===== config.mk =====
export PLATFORM = sky130hd
export DESIGN_NAME = player_motion_flat
export DESIGN_NICKNAME = d
export VERILOG_FILES = /design/src/rtl/player_motion_pkg.sv /design/src/rtl/player_motion_if.sv /design/src/rtl/player_motion_axis_fsm.sv /design/src/rtl/player_motion.sv /design/src/flat_wrapper.sv
export SDC_FILE = /design/constraint.sdc
export NUM_CORES = 1
export LEC_CHECK = 0
export ABC_CLOCK_PERIOD_IN_PS = 5000
export CAP_MARGIN = 40
export CORE_MARGIN = 5
export CORE_UTILIZATION = 40
export CTS_BUF_LIST = sky130_fd_sc_hd__clkbuf_8
export DETAILED_ROUTE_END_ITERATION = 10
export SKIP_LAST_GASP = 1
export SLEW_MARGIN = 20
export SYNTH_ARGS = -nofsm -noshare
export SYNTH_HDL_FRONTEND = slang
export SYNTH_HIERARCHICAL = 1
export SYNTH_SLANG_ARGS = --single-unit

===== constraint.sdc =====
create_clock -name i_clk -period 5 [get_ports i_clk]
set_input_delay 1 -clock i_clk [delete_from_list [all_inputs] [get_ports i_clk]]
set_output_delay 1 -clock i_clk [all_outputs]
set_load 0.03 [all_outputs]

===== src/rtl/player_motion_pkg.sv =====
// rtl/player_motion_pkg.sv - shared types and helpers for the multi-player motion path
package player_motion_pkg;

    typedef struct packed {
        logic up;
        logic down;
        logic left;
        logic right;
    } dir_t;

    typedef enum logic [1:0] {
        IDLE   = 2'd0,
        DELAY  = 2'd1,
        REPEAT = 2'd2
    } motion_state_t;

    localparam int SRC_NES = 0;
    localparam int SRC_IR  = 1;
    localparam int SRC_PS2 = 2;

    // Opposing presses on an axis cancel, so only a lone press on an axis counts.
    function automatic logic dir_active(input dir_t d);
        return (d.up ^ d.down) | (d.left ^ d.right);
    endfunction

endpackage


===== src/rtl/player_motion_if.sv =====
// rtl/player_motion_if.sv - controller-source inputs and per-player position outputs
interface player_motion_if #(
    parameter int NUM_PLAYERS = 2,
    parameter int NUM_SRC     = 3,
    parameter int X_WIDTH     = 10,
    parameter int Y_WIDTH     = 9
);
    localparam int CW = (NUM_SRC > 1) ? $clog2(NUM_SRC) : 1;

    logic [NUM_PLAYERS*CW-1:0]      choice;
    logic [NUM_SRC*4-1:0]           src_dir;
    logic [NUM_SRC-1:0]             src_readable;
    logic [NUM_PLAYERS*X_WIDTH-1:0] x;
    logic [NUM_PLAYERS*Y_WIDTH-1:0] y;
    logic [NUM_PLAYERS-1:0]         moved;

    modport master (
        output choice, src_dir, src_readable,
        input  x, y, moved
    );

    modport slave (
        input  choice, src_dir, src_readable,
        output x, y, moved
    );
endinterface


===== src/rtl/player_motion_axis_fsm.sv =====
// rtl/player_motion_axis_fsm.sv - per-player press/auto-repeat FSM with saturating X/Y registers
module player_axis_fsm
    import player_motion_pkg::*;
#(
    parameter int X_WIDTH      = 10,
    parameter int Y_WIDTH      = 9,
    parameter int X_MAX        = 639,
    parameter int Y_MAX        = 479,
    parameter int STEP         = 4,
    parameter int REPEAT_DELAY = 8
) (
    input  logic               i_clk,
    input  logic               i_rst_n,
    input  logic               i_tick,
    input  dir_t               i_dir,
    output logic [X_WIDTH-1:0] o_x,
    output logic [Y_WIDTH-1:0] o_y,
    output logic               o_moved
);
    localparam int RCW = (REPEAT_DELAY > 1) ? $clog2(REPEAT_DELAY) : 1;
    localparam logic [RCW-1:0] RC_LAST = RCW'(REPEAT_DELAY - 1);

    motion_state_t      r_state;
    motion_state_t      w_next;
    logic [RCW-1:0]     r_rcnt;
    logic               w_active;
    logic               w_delay_done;
    logic               w_step;
    logic [X_WIDTH-1:0] r_x;
    logic [X_WIDTH-1:0] w_x_next;
    logic [X_WIDTH:0]   w_x_sum;
    logic [Y_WIDTH-1:0] r_y;
    logic [Y_WIDTH-1:0] w_y_next;
    logic [Y_WIDTH:0]   w_y_sum;
    logic               r_moved;

    assign w_active     = dir_active(i_dir);
    assign w_delay_done = (r_rcnt == RC_LAST);

    always_ff @(posedge i_clk or negedge i_rst_n) begin
        if (!i_rst_n) begin
            r_state <= IDLE;
        end else begin
            r_state <= w_next;
        end
    end

    always_comb begin
        w_next = r_state;
        case (r_state)
            IDLE:    if (w_active && i_tick) w_next = DELAY;
            DELAY:   if (!w_active) w_next = IDLE;
                     else if (i_tick && w_delay_done) w_next = REPEAT;
            REPEAT:  if (!w_active) w_next = IDLE;
            default: w_next = IDLE;
        endcase
    end

    always_comb begin
        w_step = 1'b0;
        case (r_state)
            IDLE:    w_step = w_active && i_tick;
            DELAY:   w_step = w_active && i_tick && w_delay_done;
            REPEAT:  w_step = w_active && i_tick;
            default: w_step = 1'b0;
        endcase
    end

    always_ff @(posedge i_clk or negedge i_rst_n) begin
        if (!i_rst_n) begin
            r_rcnt <= '0;
        end else if (r_state != DELAY || !w_active) begin
            r_rcnt <= '0;
        end else if (i_tick && !w_delay_done) begin
            r_rcnt <= r_rcnt + 1'b1;
        end
    end

    // One guard bit on the add lets an overshoot past the bound be seen before clamping.
    always_comb begin
        w_x_sum  = {1'b0, r_x} + (X_WIDTH+1)'(STEP);
        w_y_sum  = {1'b0, r_y} + (Y_WIDTH+1)'(STEP);
        w_x_next = r_x;
        w_y_next = r_y;
        if (i_dir.right && !i_dir.left) begin
            w_x_next = (w_x_sum > (X_WIDTH+1)'(X_MAX)) ? X_WIDTH'(X_MAX) : w_x_sum[X_WIDTH-1:0];
        end else if (i_dir.left && !i_dir.right) begin
            w_x_next = (r_x < X_WIDTH'(STEP)) ? '0 : r_x - X_WIDTH'(STEP);
        end
        if (i_dir.down && !i_dir.up) begin
            w_y_next = (w_y_sum > (Y_WIDTH+1)'(Y_MAX)) ? Y_WIDTH'(Y_MAX) : w_y_sum[Y_WIDTH-1:0];
        end else if (i_dir.up && !i_dir.down) begin
            w_y_next = (r_y < Y_WIDTH'(STEP)) ? '0 : r_y - Y_WIDTH'(STEP);
        end
    end

    always_ff @(posedge i_clk or negedge i_rst_n) begin
        if (!i_rst_n) begin
            r_x     <= '0;
            r_y     <= '0;
            r_moved <= 1'b0;
        end else if (w_step) begin
            r_x     <= w_x_next;
            r_y     <= w_y_next;
            r_moved <= (w_x_next != r_x) || (w_y_next != r_y);
        end else begin
            r_moved <= 1'b0;
        end
    end

    assign o_x     = r_x;
    assign o_y     = r_y;
    assign o_moved = r_moved;

endmodule


===== src/rtl/player_motion.sv =====
// rtl/player_motion.sv - tick divider, per-source snapshots with stale timeout, per-player source mux
module player_motion
    import player_motion_pkg::*;
#(
    parameter int NUM_PLAYERS  = 2,
    parameter int NUM_SRC      = 3,
    parameter int X_WIDTH      = 10,
    parameter int Y_WIDTH      = 9,
    parameter int X_MAX        = 639,
    parameter int Y_MAX        = 479,
    parameter int STEP         = 4,
    parameter int TICK_DIV     = 416666,
    parameter int REPEAT_DELAY = 8,
    parameter int STALE_TICKS  = 30
) (
    input logic            i_clk,
    input logic            i_rst_n,
    player_motion_if.slave bus
);
    localparam int CW = (NUM_SRC > 1) ? $clog2(NUM_SRC) : 1;
    localparam int DW = (TICK_DIV > 1) ? $clog2(TICK_DIV) : 1;
    localparam int SW = $clog2(STALE_TICKS + 1);

    logic [DW-1:0]          r_div;
    logic                   w_tick;
    dir_t                   r_snap  [NUM_SRC];
    logic [SW-1:0]          r_stale [NUM_SRC];
    dir_t                   w_eff   [NUM_SRC];
    dir_t                   w_pdir  [NUM_PLAYERS];
    logic [X_WIDTH-1:0]     w_x     [NUM_PLAYERS];
    logic [Y_WIDTH-1:0]     w_y     [NUM_PLAYERS];
    logic [NUM_PLAYERS-1:0] w_moved;

    assign w_tick = (r_div == DW'(TICK_DIV - 1));

    always_ff @(posedge i_clk or negedge i_rst_n) begin
        if (!i_rst_n) begin
            r_div <= '0;
        end else begin
            r_div <= w_tick ? '0 : r_div + 1'b1;
        end
    end

    always_ff @(posedge i_clk or negedge i_rst_n) begin
        if (!i_rst_n) begin
            for (int s = 0; s < NUM_SRC; s++) begin
                r_snap[s]  <= '0;
                r_stale[s] <= '0;
            end
        end else begin
            for (int s = 0; s < NUM_SRC; s++) begin
                if (bus.src_readable[s]) begin
                    r_snap[s]  <= dir_t'(bus.src_dir[s*4 +: 4]);
                    r_stale[s] <= '0;
                end else if (w_tick && r_stale[s] != SW'(STALE_TICKS)) begin
                    r_stale[s] <= r_stale[s] + 1'b1;
                    if (r_stale[s] == SW'(STALE_TICKS - 1)) r_snap[s] <= '0;
                end
            end
        end
    end

    // The expiring tick already sees an empty snapshot, so it can never produce a step.
    always_comb begin
        for (int s = 0; s < NUM_SRC; s++) begin
            w_eff[s] = r_snap[s];
            if (w_tick && !bus.src_readable[s] && r_stale[s] == SW'(STALE_TICKS - 1)) begin
                w_eff[s] = '0;
            end
        end
    end

    always_comb begin
        for (int p = 0; p < NUM_PLAYERS; p++) begin
            w_pdir[p] = '0;
            for (int s = 0; s < NUM_SRC; s++) begin
                if (bus.choice[p*CW +: CW] == CW'(s)) w_pdir[p] = w_eff[s];
            end
        end
    end

    for (genvar p = 0; p < NUM_PLAYERS; p++) begin : g_player
        player_axis_fsm #(
            .X_WIDTH      (X_WIDTH),
            .Y_WIDTH      (Y_WIDTH),
            .X_MAX        (X_MAX),
            .Y_MAX        (Y_MAX),
            .STEP         (STEP),
            .REPEAT_DELAY (REPEAT_DELAY)
        ) u_axis (
            .i_clk   (i_clk),
            .i_rst_n (i_rst_n),
            .i_tick  (w_tick),
            .i_dir   (w_pdir[p]),
            .o_x     (w_x[p]),
            .o_y     (w_y[p]),
            .o_moved (w_moved[p])
        );
    end

    always_comb begin
        bus.x = '0;
        bus.y = '0;
        for (int p = 0; p < NUM_PLAYERS; p++) begin
            bus.x[p*X_WIDTH +: X_WIDTH] = w_x[p];
            bus.y[p*Y_WIDTH +: Y_WIDTH] = w_y[p];
        end
        bus.moved = w_moved;
    end

endmodule


===== src/flat_wrapper.sv =====
// flat-port wrapper written by rule: the top's interface ports become plain ports
module player_motion_flat import player_motion_pkg::*;
#(
    parameter int NUM_PLAYERS  = 2,
    parameter int NUM_SRC      = 3,
    parameter int X_WIDTH      = 10,
    parameter int Y_WIDTH      = 9,
    parameter int X_MAX        = 639,
    parameter int Y_MAX        = 479,
    parameter int STEP         = 4,
    parameter int TICK_DIV     = 416666,
    parameter int REPEAT_DELAY = 8,
    parameter int STALE_TICKS  = 30
)
  (i_clk, i_rst_n, bus_choice, bus_src_dir, bus_src_readable, bus_x, bus_y, bus_moved);
  player_motion_if #(.NUM_PLAYERS(NUM_PLAYERS), .NUM_SRC(NUM_SRC), .X_WIDTH(X_WIDTH), .Y_WIDTH(Y_WIDTH)) bus_i ();
  input logic i_clk;
  input logic i_rst_n;
  input wire logic [$bits(bus_i.choice)-1:0] bus_choice;
  input wire logic [$bits(bus_i.src_dir)-1:0] bus_src_dir;
  input wire logic [$bits(bus_i.src_readable)-1:0] bus_src_readable;
  output wire logic [$bits(bus_i.x)-1:0] bus_x;
  output wire logic [$bits(bus_i.y)-1:0] bus_y;
  output wire logic [$bits(bus_i.moved)-1:0] bus_moved;
  assign bus_i.choice = bus_choice;
  assign bus_i.src_dir = bus_src_dir;
  assign bus_i.src_readable = bus_src_readable;
  assign bus_x = bus_i.x;
  assign bus_y = bus_i.y;
  assign bus_moved = bus_i.moved;
  player_motion #(.NUM_PLAYERS(NUM_PLAYERS), .NUM_SRC(NUM_SRC), .X_WIDTH(X_WIDTH), .Y_WIDTH(Y_WIDTH), .X_MAX(X_MAX), .Y_MAX(Y_MAX), .STEP(STEP), .TICK_DIV(TICK_DIV), .REPEAT_DELAY(REPEAT_DELAY), .STALE_TICKS(STALE_TICKS)) u_core (.i_clk(i_clk), .i_rst_n(i_rst_n), .bus(bus_i));
endmodule

### Yosys cells after proc, flatten, opt, wreduce, memory -nomap -nowiden

Cells that the tools add are included.

| operators by class | value |
|---|---|
| bitwise gates (word level) | 6 |
| reductions and logical operators | 63 |
| muxes and demuxes | 59 |
| equality and inequality tests | 29 |
| order comparisons | 8 |
| add/sub/neg operators | 14 |

Operators with widths:

| cell | count |
|---|---|
| 10-bit 2-to-1 mux | 8 |
| 4-bit 2-to-1 mux | 18 |
| 9-bit 2-to-1 mux | 8 |
| 5-bit 2-to-1 mux | 6 |
| 1-bit logical AND | 25 |
| 10-bit by 3-bit adder with 11-bit output, second input constant | 2 |
| 11-bit by 10-bit > comparator with 1-bit output, second input constant | 2 |
| 9-bit by 3-bit adder with 10-bit output, second input constant | 2 |
| 10-bit by 9-bit > comparator with 1-bit output, second input constant | 2 |
| 10-bit by 3-bit < comparator with 1-bit output, second input constant | 2 |
| 10-bit != test | 2 |
| 10-bit by 3-bit subtractor with 10-bit output, second input constant | 2 |
| 19-bit by 1-bit adder with 19-bit output, second input constant | 1 |
| 19-bit == test, second input constant | 1 |
| 19-bit 2-to-1 mux | 1 |
| 9-bit by 3-bit < comparator with 1-bit output, second input constant | 2 |
| 9-bit != test | 2 |
| 9-bit by 3-bit subtractor with 9-bit output, second input constant | 2 |
| 2-bit 2-to-1 mux | 8 |
| 2-bit nonzero test | 8 |
| 5-bit by 1-bit adder with 5-bit output, second input constant | 3 |
| 5-bit == test, second input constant | 3 |
| 1-bit logical NOT | 15 |
| 5-bit != test, second input constant | 3 |
| other kinds (18) | 51 |

| word-level totals | value |
|---|---|
| register bits after elaboration | 96 |
| word-level logic and storage cells | 205 |
| output and inout bits | 40 |

### Depth between registers and ports, before layout

Gate-level depths: netlist (run 1).

| depth | value |
|---|---|
| depth after elaboration | 14 |
| depth in mapped cells | 18 |

### By module

Netlist (run 1), hierarchy kept.

By module, submodules not included:

| module | cells each | area an instance (µm²) | instances |
|---|---|---|---|
| player_motion | 273 | 2696.3 | 1 |
| player_axis_fsm (u_core.g_player[0].u_axis) | 292 | 2303.5 | 1 |
| player_axis_fsm (u_core.g_player[1].u_axis) | 305 | 2284.7 | 1 |

### Worst setup path before layout (run 1)

Ideal clock, no wire load.

| timing path | value |
|---|---|
| path type | input-to-reg |
| start point | input bus_src_readable[2] |
| end point | register u_core.g_player[0].u_axis.r_moved |
| path slack | 1.012 ns |
| data required time | 4.860 ns |
| stages on the path | 14 |
| data arrival time | 3.849 ns |
| setup time | 0.140 ns |
| buffers on the path | 1 |
| path through | clkbuf_1 nand2b_1 nor4_4 a21oi_1 a221o_1 inv_1 ha_1 or4b_1 or2_0 a21o_1 a211oi_1 nand4_1 nor3_1 a41oi_1 |

RTL lines:

| item | RTL line | text |
|---|---|---|
| from (decl) | flat_wrapper.sv:21 | `input wire logic [$bits(bus_i.src_readable)-1:0] bus_src_readable;` |
| to (signal assigned) | player_motion_axis_fsm.sv:105 | `r_moved <= (w_x_next != r_x) \|\| (w_y_next != r_y);` |
| to (decl) | player_motion_axis_fsm.sv:35 | `logic r_moved;` |

==> flow_metrics.env, run 1 <==
export IMPL_status="complete, no violations"
export IMPL_power_frac_clock=0.364
export IMPL_tritoncts="built"
export IMPL_start_util=0.4055
export IMPL_drive_above_1_share=0.07533
export IMPL_cts_setup_buffers=0
export IMPL_combPwrFrac=0.151
export IMPL_grt_usage=0.1811
export IMPL_hpwl_mm=13.82
export IMPL_tightest_slew_ps=805.5
export IMPL_die_h_um=145.0
export IMPL_synth_area_top_cells="dfrtp_1, ha_1, nor2_1"
export IMPL_ir_drop_v=0.0001152
export IMPL_final_min_clock_period_ps=4412
export IMPL_cts_buffer_depth=2
export IMPL_clock_sinks=96
export IMPL_antenna_left=0
export IMPL_power_frac_seq=0.485
export IMPL_worstSetupStartpointType="flip-flop"
export IMPL_hold_viol=0
export IMPL_via_per_inst=5.899
export IMPL_syn_num_nets=924
export IMPL_syn2layout_area_growth_pct=13.40
export IMPL_ctsResizeCount=0
export IMPL_mostFrequentLayoutCells="dfrtp_1, nor2_1, nand2_1"
export IMPL_antenna_found_initial=0
export IMPL_grt_pass1_wl_mm=32.29
export IMPL_grt_overflow=0
export IMPL_diodes=0
export IMPL_final_setup_worst_slack_ps=588.4
export IMPL_gp_congestion=0.9236
export IMPL_crit_fanout=8
export IMPL_cts_root_buffer="clkbuf_8"
export IMPL_path_buf_inv=2
export IMPL_pin_count=61
export IMPL_fmax_mhz=226.7
export IMPL_die_area_um2=21010
export IMPL_fin_crit_sh=0.8823
export IMPL_p_leak_uw=0.003328
export IMPL_first_pass_iters=5
export IMPL_fin_nets=965
export IMPL_cts_made_buffers=9
export IMPL_critPathMaxStageDelay_ps=560
export IMPL_p_per_area_nw_per_um2=198.6
export IMPL_internal_power_uw=1184
export IMPL_crit_type="flip-flop to flip-flop"
export IMPL_yosysSeqAreaShare=0.3298
export IMPL_via_count=6754
export IMPL_ys_types=96
export IMPL_grt_pass1_vias=6203
export IMPL_drt_iter0_drc=747
export IMPL_final_setup_viol_count=0
export IMPL_drc_errors=0
export IMPL_cp_slowest_cell="nor4bb_1"
export IMPL_async_flop_share=1.000
export IMPL_ys_ff_latch=96
export IMPL_preCtsSetupSlack_ps=425.4
export IMPL_finalClockSkew_ps=13.84
export IMPL_relSlewSlack=0.4615
export IMPL_wirelength_mm=19.38
export IMPL_ys_warn_count=6
export IMPL_htreeDepth=3
export IMPL_hp_class="input pin to async pin"
export IMPL_yosysTopAreaCell="dfrtp_1"
export IMPL_layout_commonest_cell="dfrtp_1"
export IMPL_tns_ps=0
export IMPL_cts_hold_buf=0
export IMPL_cp_cell_sequence="inv_1, ha_1, nor4bb_1, and3_1, a21oi_1, a221o_1, inv_1, ha_1, nor2b_1, nand2_1, nor3_1, o21ai_0, nor3_1, o2111ai_1, nor4_1, a41oi_1"
export IMPL_synth_top_area_frac=0.3298
export IMPL_cap_violations=0
export IMPL_cp_required_ps=5250
export IMPL_insertion_delay_ps=390
export IMPL_critPathTopFamily="simple AND/OR/NAND/NOR gates"
export IMPL_swShare=0.2779
export IMPL_cp_end_kind="flip-flop"
export IMPL_wl_per_cell_um=16.93
export IMPL_num_rows=49
export IMPL_switchingPower_uw=455.9
export IMPL_final_max_slew_viol_count=0
export IMPL_netlist_area_um2=7284
export IMPL_grt_max_degree=57
export IMPL_synth_flop_cell="dfrtp_1"
export IMPL_syn_avg_cell_area_um2=8.373
export IMPL_grt_setup_unrepaired="false"
export IMPL_portBuffers=60
export IMPL_die_w_um=145.0
export IMPL_core_area_um2=17960
export IMPL_fin_util=0.4598
export IMPL_clkTransAtPathRegs_ps=100
export IMPL_synth_edf_count=0
export IMPL_worstPathArrival_ps=4660
export IMPL_synthCells=870
## per-stage QoR
step	hold WS [ps]	std cells	cell area, um2	power [uW]
floorplan	460.6	870	7284	971.5
global placement	488.4	1127	8005	1055
detailed placement	487.2	1127	8005	1054
CTS	503.1	1143	8233	1665
global route	494.6	1145	8260	1723
finish	494.2	1145	8260	1640
## worst register-to-register path, stage by stage, from the launching register on
cell and delay (ps):
dfrtp_1 410, inv_1 60, ha_1 130, nor4bb_1 560, and3_1 460, a21oi_1 180, a221o_1 410, inv_1 70
ha_1 260, nor2b_1 340, nand2_1 120, nor3_1 310, o21ai_0 160, nor3_1 210, o2111ai_1 140, nor4_1 320
a41oi_1 140
## registers in the layout (all words and copies together) (netlist names)
register                        cells
u_core/g_player.u_axis/r_state      4
u_core/g_player.u_axis/o_moved      2
u_core/r_div                       19
u_core/r_snap                      12
u_core/g_player.u_axis/r_rcnt       6
u_core/g_player.u_axis/o_y         18
u_core/g_player.u_axis/o_x         20
u_core/r_stale                     15
## power by group through the flow
stage / combinational (uW) / clock, uW / sequential (uW)
global route: 275 / 652 / 797
detailed placement: 243 / 0 / 811
finish: 247 / 598 / 795
floorplan: 165 / 0 / 807
CTS: 244 / 625 / 795
global placement: 244 / 0 / 811
## path summary, 6_finish.rpt
| kind | start | slack (ps) | endpoint | cells past startpoint |
|---|---|---|---|---|
| max | u_core/r_div[1] | 590 | u_core/g_player[1].u_axis/o_moved | 16 |
| min | i_rst_n | 490 | u_core/g_player[0].u_axis/o_x[1] | 1 |
| max reg2reg | u_core/r_div[1] | 590 | u_core/g_player[1].u_axis/o_moved | 16 |
| min reg2reg | u_core/r_div[6] | 500 | u_core/r_div[6] | 1 |
| max in group asynchronous | i_rst_n | 3410 | u_core/g_player[0].u_axis/r_state[1] | 3 |
| min in group i_clk | u_core/r_div[6] | 500 | u_core/r_div[6] | 1 |
## kinds of logic (layout without fill, tap and decap cells)
logic type | after synthesis | after routing | synth area share
and+or+nand+nor | 365 | 365 | 0.2680
AOI/OAI and AO/OA | 246 | 246 | 0.2298
DFF | 96 | 96 | 0.3298
buffers and inverters | 85 | 131 | 0.05754
adders and majority gates | 33 | 33 | 0.05668
xor gates and xnor gates | 24 | 24 | 0.02886
muxes | 21 | 21 | 0.02937
## per-layer routing
metal  GRT usage  routed length [um]  vias up  part of all wire
met2      0.2855                9033      185              0.47
met1      0.2588                9317     3238              0.48
met4     0.03955                 188        0            0.0097
met3     0.03524                 841       17             0.043
met5           0                   0        -                 0
li1            -                   -     3314                 -
## final cells by class
cell class / instances / area (um2)
flip-flops and latches: 96 / 2402
clock buffers: 10 / 137.6
multi-input cells: 689 / 4463
inverters: 38 / 142.6
well taps: 229 / 286.5
repair buffers: 77 / 738.2
clock inverters: 6 / 90.09
fillers: 1775 / 9703
## synth_stat cells (4+ instances only)
library cell	instances
a211oi_1	8
and2_1	5
a21oi_1	59
o21ai_0	62
a31oi_1	13
nor3_1	22
a22o_1	4
o211ai_1	4
clkbuf_1	20
dfrtp_1	96
o22a_1	4
a221o_1	8
and3_1	20
ha_1	33
and4_1	5
nand2b_1	7
nand4_1	22
buf_6	7
buf_2	11
nand2_1	80
o221ai_1	7
o21a_1	4
nor2_1	83
nand3_1	43
xnor2_1	13
nor3b_1	7
or4_1	4
o31a_1	5
xor2_1	11
nand3b_1	4
nor2b_1	8
inv_1	38
or3_1	15
o31ai_1	8
nor4bb_1	4
nor4_1	8
mux2i_1	18
(Power assumes the default switching activity.)
==> inputs of run 2 (changes only) <==
CTS_BUF_LIST = sky130_fd_sc_hd__clkbuf_8 sky130_fd_sc_hd__clkbuf_16   (was sky130_fd_sc_hd__clkbuf_8)
==> run 2 against run 1 <==
Sequential share of layout area shrank 0.35 points. Global-route usage grew 0.051 points. Clock power grew 29%. Critical endpoint unchanged. Highest routed layer unchanged.
==> flow_metrics.env, run 2 (synthesis results as in run 1) <==
export IMPL_gp_congestion=0.9236
export IMPL_crit_fanout=8
export IMPL_grt_pass1_vias=6194
export IMPL_grt_overflow=0
export IMPL_hp_class="flip-flop to flip-flop"
export IMPL_htreeDepth=3
export IMPL_top_layer_used="met4"
export IMPL_ff2ff_setup_slack_ps=570
export IMPL_regArea_um2=2402
export IMPL_drive_above_1_share=0.07533
export IMPL_mostFrequentLayoutCells="dfrtp_1, nor2_1, nand2_1"
export IMPL_fin_nets=965
export IMPL_cts_setup_buffers=0
export IMPL_first_pass_iters=5
export IMPL_tritoncts="built"
export IMPL_hpwl_mm=13.82
export IMPL_wirelength_mm=19.35
export IMPL_grt_pass1_wl_mm=32.27
export IMPL_pin_count=61
export IMPL_place_inst=1127
export IMPL_grt_setup_unrepaired="false"
export IMPL_die_h_um=145.0
export IMPL_die_area_um2=21010
export IMPL_core_area_um2=17960
export IMPL_drt_iter0_drc=798
export IMPL_clkTransAtPathRegs_ps=70
export IMPL_hold_viol=0
export IMPL_cp_required_ps=5210
export IMPL_antenna_found_initial=0
export IMPL_dr_wl_met2_mm=8.936
export IMPL_cp_end_kind="flip-flop"
export IMPL_multiInputGateArea_um2=4463
export IMPL_grt_max_degree=57
export IMPL_via_per_inst=5.900
export IMPL_wl_per_cell_um=16.90
export IMPL_cts_made_buffers=9
export IMPL_worstPathArrival_ps=4640
export IMPL_portBuffers=60
export IMPL_drt_met1_wl_mm=9.204
export IMPL_final_setup_viol_count=0
export IMPL_crit_type="flip-flop to flip-flop"
export IMPL_die_w_um=145.0
export IMPL_fin_crit_sh=0.8861
export IMPL_ir_drop_v=0.0001724
export IMPL_largest_reg_flops=20
export IMPL_insertion_delay_ps=350
export IMPL_worstSetupStartpointType="flip-flop"
export IMPL_diodes=0
export IMPL_layout_commonest_cell="dfrtp_1"
export IMPL_route_met3_wl_um=954
export IMPL_status="complete, no violations"
export IMPL_ctsResizeCount=0
export IMPL_drc_errors=0
export IMPL_antenna_left=0
export IMPL_via_count=6756
export IMPL_p_per_area_nw_per_um2=217.2
export IMPL_stdcell_count=1145
export IMPL_cap_violations=0
export IMPL_grt_usage=0.1816
export IMPL_syn2layout_area_growth_pct=14.79
export IMPL_finalClockSkew_ps=8.761
export IMPL_relSlewSlack=0.4670
export IMPL_num_rows=49
export IMPL_tns_ps=0
export IMPL_tightest_slew_ps=797.3
export IMPL_p_leak_uw=0.003374
export IMPL_fmax_mhz=225.7
export IMPL_start_util=0.4055
export IMPL_final_max_slew_viol_count=0
export IMPL_cts_root_buffer="clkbuf_16"
export IMPL_cts_hold_buf=0
export IMPL_cts_buffer_depth=2
export IMPL_clock_sinks=96
export IMPL_nFillCells=1771
export IMPL_final_min_clock_period_ps=4430
## run 2: cell count changes in the layout (fill, tap and decap cells not counted)
| cell | before | now |
|---|---|---|
| clkbuf_16 | 0 | 9 |
| clkbuf_8 | 10 | 1 |
## run 2: where the power goes
group | switching, uW | total, uW | internal, uW | leakage (uW)
Clock | 318 | 774 | 455 | 0.000165
Combinational | 146 | 247 | 100 | 0.00192
Sequential | 9.94 | 796 | 786 | 0.00128
Total | 475 | 1820 | 1340 | 0.00337
## run 2: layout make-up
| type | instances | share of cell area |
|---|---|---|
| multi-input cells | 689 | 0.5337 |
| repair buffers | 77 | 0.08828 |
| well taps | 229 | 0.03427 |
| clock inverters | 6 | 0.01077 |
| inverters | 38 | 0.01706 |
| flip-flops and latches | 96 | 0.2873 |
| clock buffers | 10 | 0.02858 |
## run 2: critical path, stage by stage, from the launching register on
cell	delay (ps)
dfrtp_1	400
inv_1	60
ha_1	130
nor4bb_1	570
and3_1	460
a21oi_1	180
a221o_1	410
inv_1	70
ha_1	260
nor2b_1	340
nand2_1	120
nor3_1	300
o21ai_0	160
nor3_1	200
o2111ai_1	140
nor4_1	320
a41oi_1	150
## run 2: final timing paths
| kind | cells past startpoint | to | start |
|---|---|---|---|
| max in group asynchronous | 3 | u_core/r_snap[5] | i_rst_n |
| worst min register to register | 1 | u_core/r_div[6] | u_core/r_div[6] |
| min in group asynchronous | 1 | u_core/g_player[0].u_axis/o_x[1] | i_rst_n |
| worst min-delay path | 1 | u_core/r_div[6] | u_core/r_div[6] |
| worst max register to register | 16 | u_core/g_player[1].u_axis/o_moved | u_core/r_div[1] |
| worst max-delay path | 16 | u_core/g_player[1].u_axis/o_moved | u_core/r_div[1] |
## run 2: stage by stage
stage | setup slack, ps | hold WS, ps | util | power (uW) | instance area (um2)
3_3_place_gp | 612.7 | 488.4 | 0.4456 | 1055 | 8005
4_1_cts | 655.6 | 499.2 | 0.4640 | 1841 | 8334
5_1_grt | 87.61 | 542.2 | 0.4655 | 1905 | 8362
3_5_place_dp | 425.4 | 487.2 | 0.4456 | 1054 | 8005
6_report | 569.6 | 498.6 | 0.4655 | 1816 | 8362
2_1_floorplan | 1012 | 460.6 | - | 971.5 | 7284
## run 2: per-layer routing
metal  vias up  track usage
li1       3314            -
met1      3209       0.2595
met2       203       0.2853
met3        30      0.03492
met4         0      0.04237
met5         -            0
